<file path="src/rtl/shift_pkg.sv">
// Shared types and helpers for the serial-to-parallel deserializer.
//   deser_state_e : frame collection state
//   cnt_w()       : width of a counter able to hold 0..width
package shift_pkg;

    typedef enum logic [1:0] {
        S_IDLE   = 2'd0,
        S_SHIFT  = 2'd1,
        S_PARITY = 2'd2
    } deser_state_e;

    function automatic int unsigned cnt_w(input int unsigned width);
        return $clog2(width + 1);
    endfunction

endpackage

</file>
<file path="src/rtl/word_hold_reg.sv">
// Single-entry valid/ready holding register for completed words.
// Ports:
//   ck, rst (sync active-low), clr (sync, clears valid, keeps data)
//   load      : a completed word is offered this edge
//   d         : word offered with load
//   ready     : consumer accepts q when valid & ready
//   q, valid  : registered word and its valid flag
//   dropped_c : combinational, the offered word is being discarded (entry full, not draining)
module word_hold_reg #(
    parameter int unsigned W = 9
) (
    input  logic         ck,
    input  logic         rst,
    input  logic         clr,
    input  logic         load,
    input  logic [W-1:0] d,
    input  logic         ready,
    output logic [W-1:0] q,
    output logic         valid,
    output logic         dropped_c
);

    assign dropped_c = load & valid & ~ready;

    // Accept a new word whenever the entry is empty or draining this edge.
    always_ff @(posedge ck) begin
        if (!rst) begin
            q     <= '0;
            valid <= 1'b0;
        end else if (clr) begin
            valid <= 1'b0;
        end else if (load && (!valid || ready)) begin
            q     <= d;
            valid <= 1'b1;
        end else if (valid && ready) begin
            valid <= 1'b0;
        end
    end

endmodule

</file>
<file path="src/rtl/shift_deserializer.sv">
// Serial-to-parallel deserializer: collects sin bits qualified by sin_valid
// into WIDTH-bit words and presents them on a valid/ready port.
// Optional feature macro: PARITY_CHECK_EN (adds an even-parity bit per frame
// and the parity_err output travelling with q).
// Ports:
//   ck, rst (sync active-low), clr (sync frame clear)
//   sin, sin_valid : serial bit and its qualifier
//   q, q_valid     : assembled word and its valid flag
//   q_ready        : consumer handshake
//   overrun        : sticky, a completed word was dropped
//   bit_cnt        : bits collected in the current frame
//   parity_err     : (PARITY_CHECK_EN only) parity flag for q
module shift_deserializer
    import shift_pkg::*;
#(
    parameter int unsigned WIDTH     = 8,
    parameter bit          MSB_FIRST = 1'b1
) (
    input  logic                      ck,
    input  logic                      rst,
    input  logic                      clr,
    input  logic                      sin,
    input  logic                      sin_valid,
    output logic [WIDTH-1:0]          q,
    output logic                      q_valid,
    input  logic                      q_ready,
    output logic                      overrun,
    output logic [cnt_w(WIDTH)-1:0]   bit_cnt
`ifdef PARITY_CHECK_EN
    ,
    output logic                      parity_err
`endif
);

    localparam int unsigned CNT_W  = cnt_w(WIDTH);
`ifdef PARITY_CHECK_EN
    localparam int unsigned FRAME  = WIDTH + 1;
    localparam int unsigned HOLD_W = WIDTH + 1;
`else
    localparam int unsigned FRAME  = WIDTH;
    localparam int unsigned HOLD_W = WIDTH;
`endif
    localparam logic [CNT_W-1:0] LAST_IDX = CNT_W'(FRAME - 1);

    deser_state_e      state;
    logic [WIDTH-1:0]  sreg;
    logic [WIDTH-1:0]  sreg_shift_c;
    logic              shifting_c;
    logic              last_bit_c;
    logic              load_c;
    logic [HOLD_W-1:0] hold_d_c;
    logic [HOLD_W-1:0] hold_q;
    logic              dropped_c;

    // Next shift-register value and completion detection.
    always_comb begin
        sreg_shift_c = sreg;
        if (MSB_FIRST) begin
            sreg_shift_c = {sreg[WIDTH-2:0], sin};
        end else begin
            sreg_shift_c = {sin, sreg[WIDTH-1:1]};
        end
        shifting_c = (state != S_PARITY);
        last_bit_c = sin_valid && (bit_cnt == LAST_IDX);
        load_c     = rst && !clr && last_bit_c;
`ifdef PARITY_CHECK_EN
        // Final frame bit is the parity bit; the data word is already complete.
        hold_d_c   = {^{sreg, sin}, sreg};
`else
        hold_d_c   = sreg_shift_c;
`endif
    end

    // Frame FSM, bit counter, shift register and sticky overrun.
    always_ff @(posedge ck) begin
        if (!rst) begin
            state   <= S_IDLE;
            sreg    <= '0;
            bit_cnt <= '0;
            overrun <= 1'b0;
        end else if (clr) begin
            state   <= S_IDLE;
            sreg    <= '0;
            bit_cnt <= '0;
            overrun <= 1'b0;
        end else begin
            if (dropped_c) begin
                overrun <= 1'b1;
            end
            if (sin_valid) begin
                if (shifting_c) begin
                    sreg <= sreg_shift_c;
                end
                if (last_bit_c) begin
                    bit_cnt <= '0;
                    state   <= S_IDLE;
                end else begin
                    bit_cnt <= bit_cnt + CNT_W'(1);
`ifdef PARITY_CHECK_EN
                    state   <= (bit_cnt == CNT_W'(WIDTH - 1)) ? S_PARITY : S_SHIFT;
`else
                    state   <= S_SHIFT;
`endif
                end
            end
        end
    end

    word_hold_reg #(
        .W (HOLD_W)
    ) u_hold (
        .ck        (ck),
        .rst       (rst),
        .clr       (clr),
        .load      (load_c),
        .d         (hold_d_c),
        .ready     (q_ready),
        .q         (hold_q),
        .valid     (q_valid),
        .dropped_c (dropped_c)
    );

    assign q = hold_q[WIDTH-1:0];
`ifdef PARITY_CHECK_EN
    assign parity_err = hold_q[WIDTH];
`endif

endmodule

</file>
<file path="config.mk">
export PLATFORM = sky130hd
export DESIGN_NAME = shift_deserializer
export DESIGN_NICKNAME = d
export VERILOG_FILES = /design/src/rtl/shift_pkg.sv /design/src/rtl/word_hold_reg.sv /design/src/rtl/shift_deserializer.sv
export SDC_FILE = /design/constraint.sdc
export NUM_CORES = 1
export LEC_CHECK = 0
export ABC_AREA = 1
export CAP_MARGIN = 25
export CORE_UTILIZATION = 51
export CTS_BUF_LIST = sky130_fd_sc_hd__clkbuf_4 sky130_fd_sc_hd__clkbuf_8
export DETAILED_ROUTE_END_ITERATION = 8
export HOLD_SLACK_MARGIN = 0.1
export PLACE_DENSITY = 0.82
export REMOVE_ABC_BUFFERS = 1
export SYNTH_ARGS = -nofsm -noshare
export SYNTH_HDL_FRONTEND = slang
export SYNTH_SLANG_ARGS = --single-unit
</file>
<file path="constraint.sdc">
create_clock -name ck -period 2 [get_ports ck]
set_clock_uncertainty 0.15 [all_clocks]
set_input_delay 0.4 -clock ck [delete_from_list [all_inputs] [get_ports ck]]
set_output_delay 0.4 -clock ck [all_outputs]
set_load 0.01 [all_outputs]
</file>
# ---- Word level (Yosys, flattened, before mapping)
# Index checks and enable logic that the tools add are counted.
dict set report totals {
  wordCells 30
  out_inout_bits 14
  ff_bits 23
}
dict set report classes {
  addsub 1
  eq_ne 2
  muxes 4
  reduce_logical 12
  n_bitwise 5
}
# operator n
set ops {}
lappend ops {{logical AND 1 bit} 5}
lappend ops {{adder 4 x 1 -> 4 bit, second input constant} 1}
lappend ops {{== test 4 x 3 -> 1 bit, second input constant} 1}
lappend ops {{two-way mux 4 bit} 1}
lappend ops {{AND reduction 2 bit} 2}
lappend ops {{two-way mux 1 bit} 3}
lappend ops {{NOT 1 bit} 3}
lappend ops {{bitwise AND 1 bit} 2}
lappend ops {{logical NOT 1 bit} 2}
lappend ops {{!= test 2 bit, second input constant} 1}
lappend ops {{nonzero test 2 bit} 1}
lappend ops {{OR reduction 2 bit} 1}
lappend ops {{logical OR 1 bit} 1}

# ---- Logic depth before layout (Yosys ltp)
# Gate-level depths: netlist of run 1.
dict set report logic_depth {
  depth_word 5
  ltp_mapped 7
  ltp_nobuf 6
}

# ---- Hierarchy
# From an unflattened synthesis of run 1, not the netlist that was laid out.
dict set report unflattened {
  cells_unflattened 123
  hier_area_um2 982.2
}
# mod cells_per_inst area_per_inst_um2 instances seq_area_each_um2
set by_module_without_submodules {}
lappend by_module_without_submodules {word_hold_reg 60 496.7 1 180.2}
lappend by_module_without_submodules {shift_deserializer 63 485.5 1 240.2}

# ---- Worst setup path before layout of run 1
# OpenSTA, ideal clock, no wires.
dict set report synth_path {
  path_kind {flip-flop to flip-flop}
  startpoint {register bit_cnt[0]}
  endpoint {register u_hold.q[0]}
  n_path_buf 1
  path_slack_ns 0.641
  stages_incl_launch_ff 7
  arrival_ns 1.145
  required_ns 1.786
  cell_sequence {dfxtp_1 ha_1 nand2_2 nor2_8 buf_8 a21oi_2 nor2_1}
}
dict set report synth_between {
  elab_chain_len 5
}
# element line
set synth_rtl {}
lappend synth_rtl {{from (decl)} shift_deserializer.sv:28} ;# output logic [cnt_w(WIDTH)-1:0] bit_cnt
lappend synth_rtl {{from (signal assigned)} shift_deserializer.sv:98} ;# bit_cnt <= bit_cnt + CNT_W'(1);
lappend synth_rtl {{== test 4 x 3 -> 1 bit} shift_deserializer.sv:64} ;# last_bit_c = sin_valid && (bit_cnt == LAST_IDX);
lappend synth_rtl {{logical AND 1 bit} shift_deserializer.sv:64}
lappend synth_rtl {{logical AND 1 bit} shift_deserializer.sv:65} ;# load_c = rst && !clr && last_bit_c;
lappend synth_rtl {{logical AND 1 bit} word_hold_reg.sv:32} ;# end else if (load && (!valid || ready)) begin
lappend synth_rtl {{AND reduction 2 bit (no line)} n/a}
lappend synth_rtl {{to (signal assigned)} word_hold_reg.sv:28} ;# q <= '0;
lappend synth_rtl {{to (signal assigned)} word_hold_reg.sv:33} ;# q <= d;
lappend synth_rtl {{to (decl)} word_hold_reg.sv:18} ;# output logic [W-1:0] q,
# Every way passes these cells.
# A chain may end at the register's enable or synchronous reset.

# ---- Final worst setup path of run 1
dict set report layout_path {
  startpoint {register bit_cnt[2]}
  endpoint {output port bit_cnt[2]}
}
# No word-level cell between the ends.

==> results of run 1 <==
==> state kept, by name (all words and copies together), names as in the netlist <==
signal / count
u_hold.q: 8
sreg: 7
bit_cnt: 4
overrun: 1
u_hold.valid: 1
==> logic make-up after synthesis <==
kind of cell | after synthesis | synth area share, %
simple gates | 42 | 23.5
fa+ha+maj | 1 | 1.32
flops | 21 | 44.4
buf+inv | 20 | 12.3
compound gates | 29 | 18.5
==> layout make-up <==
class                   count  area share, %
flip-flops and latches     21           36.6
multi-input cells          72           35.7
repair buffers             21           17.8
inverters                  14           4.57
well taps                  25           2.72
clock buffers               4           2.61
==> worst min path at each step <==
stage	end	cells after the start	start	slack, ps
6_report	sreg[1]	2	sreg[0]	320
5_1_grt	sreg[1]	2	sreg[0]	350
4_1_cts	sreg[1]	2	sreg[0]	330
3_5_place_dp	sreg[1]	2	sreg[0]	310
3_3_place_gp	overrun	2	overrun	310
2_1_floorplan	sreg[1]	2	sreg[0]	290
==> layout by cell type, fill, tap and decap left out, types with 2 or more instances in the layout <==
master           netlist  final
dfxtp_1               21     21
clkdlybuf4s50_1        0     19
inv_1                 14     14
nor2_1                14     14
nand2_1               13     13
a21oi_1               11     11
o21ai_0               10     10
a21oi_2                8      8
nand3_1                8      8
clkbuf_4               0      4
nor2_8                 2      2
nand2_2                2      2
buf_4                  1      2
==> per-layer routing <==
layer	wire length, um	track usage (%)	vias up
met5	0	0	-
met4	37	9.09	0
met3	69	6.40	6
met2	844	34.2	18
met1	682	19.1	347
li1	-	-	403
==> power groups by stage <==
stage	Clock [mW]	Combinational (mW)	Sequential (mW)
finish	0.214	0.0598	0.429
global route	0.239	0.0670	0.430
CTS	0.219	0.0606	0.429
detailed placement	0	0.0603	0.438
global placement	0	0.0582	0.438
floorplan	0	0.0290	0.438
==> metrics by stage <==
stage / total power [mW] / setup slack (ps) / instances / cell area [um2] / hold slack [ps]
after global routing: 0.736 / 73.9 / 157 / 1150 / 351
after detailed placement: 0.499 / 181 / 153 / 1120 / 311
after global placement: 0.496 / 192 / 153 / 1120 / 307
final: 0.703 / 165 / 157 / 1150 / 322
after floorplan: 0.467 / 590 / 107 / 883 / 291
after CTS: 0.709 / 146 / 157 / 1150 / 327
==> flow_summary.yaml, run 1 <==
clocking:
  holdBufCountCts: 0
  post_cts_buffers: 0
  h-tree-depth: 1
  clock_latency_ps: 300
  cts_made_buffers: 3
  tritoncts: "done"
  cts_resized: 0
  clk_path_buf_depth: 2
  cts-root-buf: "clkbuf_4"
  clock_sinks: 21
  clkTransAtPathRegs_ps: 110
floorplan:
  chipHeight_um: 45.1
  die_area_mm2: 0.00203
  die_w_um: 45.1
  rows: 15
  start_util_pct: 54.9
  io_pins: 20
  coreArea_mm2: 0.00173
routing:
  drtPass1Iterations: 2
  first_iter_violations: 8
  drt-vias-per-instance: 4.93
  drc: 0
  vias: 774
  drtAntennaViolNets: 0
  drt-wirelength-per-cell_um: 10.4
  wirelength_um: 1630
critical_path:
  required_ps: 1450
  rrSetupSlack_ps: 520
  crit_end: "bit_cnt[2]"
  reg2reg_to: "u_hold.q[1]"
  cp-end-kind: "output pin"
  arrival_ps: 1290
  worstPathCellList: "clkdlybuf4s50_1"
  cp.buffers_inverters: 1
  path_delay_family: "buffers and inverters"
  slowest_stage: "clkdlybuf4s50_1"
  cp.depth: 1
  worst-setup-path-type: "reg -> out"
  reg2regPathDepth: 6
  regToRegStartpoint: "bit_cnt[0]"
  crit_start: "bit_cnt[2]"
  start_kind: "flop"
  cpPeakStageDelay_ps: 570
  path_max_fanout: 5
sta:
  rsz0062_at_grt: "false"
  fin_setup_tns_ps: 0
  finalCriticalPeriod_ps: 1840
  hold_violations: 0
  final.period_utilization_pct: 91.8
  max_freq_ghz: 0.545
  slew_violations: 0
  setup_violations: 0
  worst_pin_slew_ps: 316
  max_slew_margin_pct: 78.9
final_layout:
  nets: 140
  ff_latch_area_um2: 420
  syn2layout_area_growth_pct: 21.4
  layout-drive-gt1-share_pct: 15.2
  post-route-util_pct: 66.6
  multiInputGateArea_um2: 410
  fill_cells: 163
  insertedDiodeCount: 0
yosys:
  yosysTopAreaCell: "dfxtp_1"
  yosysSeqAreaShare_pct: 44.4
  synth_common_cells: "dfxtp_1, inv_1, nor2_1"
  synth_area_um2: 947
  synth_edf_count: 0
  ys_warn_count: 0
  yosysMostFrequentCell: "dfxtp_1"
  synth-async-reset-ratio_pct: 0
  ys.flop_type: "dfxtp_1"
  yosysUniqueCellTypes: 19
  avgSynthCellArea_um2: 8.38
  synth_top_area_share_pct: 44.4
  synth.area.top_cells: "dfxtp_1, a21oi_2, a21oi_1"
  ys_seq_elements: 21
  netlist_instances: 113
flow_run:
  cap_violations: 0
pwr:
  seqPwrFrac_pct: 61.0
  power_density_mw_per_mm2: 611
  power.share.switching_pct: 22.9
  power.internal_mw: 0.542
  combPwrFrac_pct: 8.5
  p_sw_mw: 0.161
  power.share.clock_pct: 30.5
  power.leakage_nw: 0.439
  peakVddDrop_mv: 0.400
min_path:
  hold_class: "reg -> reg"
global_route:
  grt_usage_pct: 18.9
  grt_pass1_vias: 682
  grt_pass1_wl_um: 2690
  overflow: 0
  grt_max_degree: 20
  antenna_found_initial: 0
place:
  port-buffer-count: 19
  finalWeightedCongestion: 0.730
  hpwl_um: 1260
outcome:
  status: "finished, final reports clean"
No activity file was read; power rests on OpenSTA's default activity.
==> inputs of run 2 (changes only) <==
==> constraint.sdc (replaced) <==
create_clock -name ck -period 2 [get_ports ck]
set_clock_uncertainty 0.15 [all_clocks]
set_input_delay 0.2 -clock ck [delete_from_list [all_inputs] [get_ports ck]]
set_output_delay 0.2 -clock ck [all_outputs]
set_load 0.01 [all_outputs]
==> flow_summary.yaml, run 2 (synthesis results as in run 1) <==
pwr:
  power_density_mw_per_mm2: 604
  power.leakage_nw: 0.438
  peakVddDrop_mv: 0.361
sta:
  fin_setup_tns_ps: 0
  finalCriticalPeriod_ps: 1650
  final.period_utilization_pct: 82.3
  max_slew_margin_pct: 79.3
  worst_pin_slew_ps: 310
  hold_violations: 0
  hold_ws_ps: 332
  slew_violations: 0
  worst_slack_ps: 355
  max_freq_ghz: 0.608
  rsz0062_at_grt: "false"
  setup_violations: 0
critical_path:
  cp.depth: 1
  crit_start: "bit_cnt[2]"
  required_ps: 1650
  start_kind: "flop"
  worst-setup-path-type: "reg -> out"
  cp-end-kind: "output pin"
  regToRegStartpoint: "bit_cnt[0]"
  path_delay_family: "buffers and inverters"
  cpPeakStageDelay_ps: 570
  worstPathCellList: "clkdlybuf4s50_1"
  rrSetupSlack_ps: 490
  crit_end: "bit_cnt[2]"
  cp.buffers_inverters: 1
  path_max_fanout: 5
  arrival_ps: 1300
  reg2reg_to: "u_hold.q[1]"
  reg2regPathDepth: 6
  slowest_stage: "clkdlybuf4s50_1"
global_route:
  grt_pass1_wl_um: 2510
  overflow: 0
  grt_pass1_vias: 619
  antenna_found_initial: 0
  grt_max_degree: 20
  grt_usage_pct: 16.8
clocking:
  clock_sinks: 21
  cts_resized: 0
  clock_latency_ps: 300
  holdBufCountCts: 0
  tritoncts: "done"
  h-tree-depth: 1
  clk_path_buf_depth: 2
  post_cts_buffers: 0
  cts-root-buf: "clkbuf_4"
  clkTransAtPathRegs_ps: 120
  cts_made_buffers: 3
min_path:
  hold_start: "sreg[1]"
  hold_class: "reg -> reg"
final_layout:
  layout-drive-gt1-share_pct: 15.2
  biggestRegsByFlops: "u_hold.q (8), sreg (7), bit_cnt (4)"
  largest-register: "u_hold.q"
  layout_common_cells: "dfxtp_1, clkdlybuf4s50_1, inv_1, nor2_1, nand2_1"
  largest_reg_flops: 8
  syn2layout_area_growth_pct: 21.1
  final_common_cell: "dfxtp_1"
  nets: 140
  post-route-util_pct: 66.4
  insertedDiodeCount: 0
routing:
  drt-wirelength-per-cell_um: 9.69
  drtPass1Iterations: 4
  vias: 752
  wirelength_um: 1520
  drtAntennaViolNets: 0
  first_iter_violations: 9
  drc: 0
  drt-vias-per-instance: 4.79
floorplan:
  rows: 15
  io_pins: 20
  die_area_mm2: 0.00203
  chipHeight_um: 45.1
  coreArea_mm2: 0.00173
  die_w_um: 45.1
  start_util_pct: 54.9
outcome:
  status: "finished, final reports clean"
place:
  port-buffer-count: 19
  dp_slack_ps: 390
  finalWeightedCongestion: 0.729
  hpwl_um: 1130
flow_run:
  cap_violations: 0
-- run 2: changes by cell type in the layout (fill, tap and decap cells not counted), sizes merged --
| cell | before | now |
|---|---|---|
| clkbuf | 4 | 3 |
| clkinv | 0 | 1 |
-- run 2: metrics by stage --
| step | instance area [um2] | cells | total power, mW |
|---|---|---|---|
| 2_1_floorplan | 883 | 107 | 0.467 |
| 3_3_place_gp | 1120 | 153 | 0.496 |
| 3_5_place_dp | 1120 | 153 | 0.498 |
| 4_1_cts | 1150 | 157 | 0.698 |
| 5_1_grt | 1150 | 157 | 0.716 |
| 6_report | 1150 | 157 | 0.693 |
-- run 2: where the power goes --
group          internal, mW  switching [mW]
Clock                0.0744           0.130
Combinational        0.0258          0.0339
Sequential            0.425         0.00400
Total                 0.525           0.168
-- run 2: worst min-delay path by stage --
stage,endpoint,slack [ps],depth (start not counted)
6_report,sreg[2],330,2
5_1_grt,sreg[3],350,2
4_1_cts,sreg[0],330,3
3_5_place_dp,sreg[5],310,2
3_3_place_gp,overrun,310,2
2_1_floorplan,bit_cnt[1],140,1
-- run 2: layout make-up --
class	count	area, um2
clock buffers	3	22.5
clock inverters	1	5.00
fillers	162	579
inverters	14	52.6
multi-input cells	72	410
flip-flops and latches	21	420
well taps	25	31.3
repair buffers	21	205
-- run 2: routing by layer --
| metal | part of all wire (%) | global-route usage, % | vias up | routed length [um] |
|---|---|---|---|---|
| met5 | 0 | 0 | - | 0 |
| met4 | 0.79 | 7.27 | 0 | 12 |
| met3 | 3.2 | 2.40 | 2 | 49 |
| met2 | 50 | 29.9 | 15 | 760 |
| met1 | 46 | 19.9 | 331 | 699 |
| li1 | - | - | 404 | - |
==> inputs of run 3 (changes only) <==
--- a/config.mk
+++ b/config.mk
@@ -7,11 +7,11 @@
 export LEC_CHECK = 0
 export ABC_AREA = 1
 export CAP_MARGIN = 25
-export CORE_UTILIZATION = 51
+export CORE_UTILIZATION = 46
 export CTS_BUF_LIST = sky130_fd_sc_hd__clkbuf_4 sky130_fd_sc_hd__clkbuf_8
 export DETAILED_ROUTE_END_ITERATION = 8
 export HOLD_SLACK_MARGIN = 0.1
-export PLACE_DENSITY = 0.82
+export PLACE_DENSITY = 0.78
 export REMOVE_ABC_BUFFERS = 1
 export SYNTH_ARGS = -nofsm -noshare
 export SYNTH_HDL_FRONTEND = slang
==> constraint.sdc (replaced) <==
create_clock -name ck -period 1.5 [get_ports ck]
set_clock_uncertainty 0.15 [all_clocks]
set_input_delay 0.15 -clock ck [delete_from_list [all_inputs] [get_ports ck]]
set_output_delay 0.15 -clock ck [all_outputs]
set_load 0.01 [all_outputs]
==> flow_summary.yaml, run 3 (synthesis results as in run 1) <==
outcome:
  status: "finished, final reports clean"
final_layout:
  nets: 149
  multiInputGateArea_um2: 422
  post-route-util_pct: 63.3
  final_common_cell: "dfxtp_1"
  largest_reg_flops: 8
  fin_cells: 168
  layout-drive-gt1-share_pct: 22.7
  ff_latch_area_um2: 424
  insertedDiodeCount: 0
  largest-register: "u_hold.q"
  biggestRegsByFlops: "u_hold.q (8), sreg (7), bit_cnt (4)"
  layout_common_cells: "dfxtp_1, inv_1, nor2_1"
  syn2layout_area_growth_pct: 29.9
  fill_cells: 185
routing:
  wirelength_um: 1790
  vias: 814
  top_layer_used: "met4"
  met1Wirelength_um: 768
  met2_length_um: 902
  drt-wirelength-per-cell_um: 10.7
  wl_met3_um: 85
  drtPass1Iterations: 4
  drc: 0
  drtAntennaViolNets: 0
  first_iter_violations: 8
  drt-vias-per-instance: 4.85
floorplan:
  rows: 16
  die_w_um: 47.4
  die_area_mm2: 0.00224
  start_util_pct: 48.8
  chipHeight_um: 47.4
  io_pins: 20
  coreArea_mm2: 0.00194
pwr:
  peakVddDrop_mv: 0.432
  power.leakage_nw: 0.580
  power_density_mw_per_mm2: 778
place:
  port-buffer-count: 19
  dpl.cell_count: 163
  finalWeightedCongestion: 0.724
  hpwl_um: 1250
  dp_slack_ps: -75.2
sta:
  hold_ws_ps: 258
  worst_slack_ps: 103
  slew_violations: 0
  final.period_utilization_pct: 93.1
  hold_violations: 0
  max_freq_ghz: 0.716
  fin_setup_tns_ps: 0
  finalCriticalPeriod_ps: 1400
  rsz0062_at_grt: "false"
  worst_pin_slew_ps: 259
  max_slew_margin_pct: 82.7
  setup_violations: 0
min_path:
  hold_class: "in -> reg"
  hold_start: "sin"
critical_path:
  crit_start: "bit_cnt[0]"
  start_kind: "flop"
  cp-end-kind: "flop"
  arrival_ps: 1460
  required_ps: 1570
  regToRegStartpoint: "bit_cnt[0]"
  worst-setup-path-type: "reg -> reg"
  path_max_fanout: 7
clocking:
  cts_made_buffers: 3
  clock_latency_ps: 310
  cts-root-buf: "clkbuf_4"
  post_cts_buffers: 0
  clkTransAtPathRegs_ps: 110
  clock_sinks: 21
  h-tree-depth: 1
  holdBufCountCts: 0
  tritoncts: "done"
  clk_path_buf_depth: 2
global_route:
  grt_usage_pct: 16.8
  grt_pass1_wl_um: 2590
  antenna_found_initial: 0
  grt_pass1_vias: 663
  overflow: 0
  grt_max_degree: 20
flow_run:
  cap_violations: 0
## run 3: changes by cell type in the layout (fill, tap and decap cells not counted)
cell	before	now
dfxtp_2	0	3
clkinv_2	1	0
dlygate4sd2_1	0	12
nor2_4	1	2
buf_4	2	9
clkbuf_4	3	4
buf_12	0	1
clkdlybuf4s50_1	19	5
dlymetal6s2s_1	0	2
dfxtp_1	21	18
## run 3: final timing paths
check | to | slack [ps] | cells after the start
setup / recovery | u_hold.q[0] | 100 | 6
hold / removal | sreg[0] | 260 | 3
setup reg to reg | u_hold.q[0] | 100 | 6
hold reg to reg | sreg[3] | 320 | 2
## run 3: metal layers
layer  global-route usage (%)  up-vias
met5                        0        -
met4                     8.57        0
met3                     3.46        5
met2                     29.9       20
met1                     18.6      367
li1                         -      422
## run 3: critical path: stages, from the launching register on
cell and delay [ps]:
dfxtp_2 350, ha_1 220, nand2_2 190, nor2_8 70, buf_4 150, a21oi_2 130, nor2_1 50
## run 3: what timing repair did
item,CTS,global route
pin swaps,0,1
hold endpoints to repair,0,0
gates resized for setup,15,2
setup endpoints to repair,12,8
cloned,0,1
## run 3: area by class of cell
class | count | area share, %
clock buffer | 4 | 2.44
inverter | 14 | 4.27
multi-input combinational | 73 | 34.3
sequential | 21 | 34.5
tap | 27 | 2.75
timing repair buffer | 29 | 21.8
## run 3: metrics by stage
stage,total power [mW],cell area (um2)
final,0.957,1230
after global routing,0.998,1230
after CTS,0.961,1210
after detailed placement,0.675,1190
after global placement,0.673,1190
after floorplan,0.623,883
## run 3: report_power, final
group | leakage (nW) | switching [mW] | internal, mW
Sequential | 0.171 | 0.00533 | 0.567
Combinational | 0.391 | 0.0473 | 0.0425
Clock | 0.0184 | 0.173 | 0.122
Total | 0.580 | 0.225 | 0.731
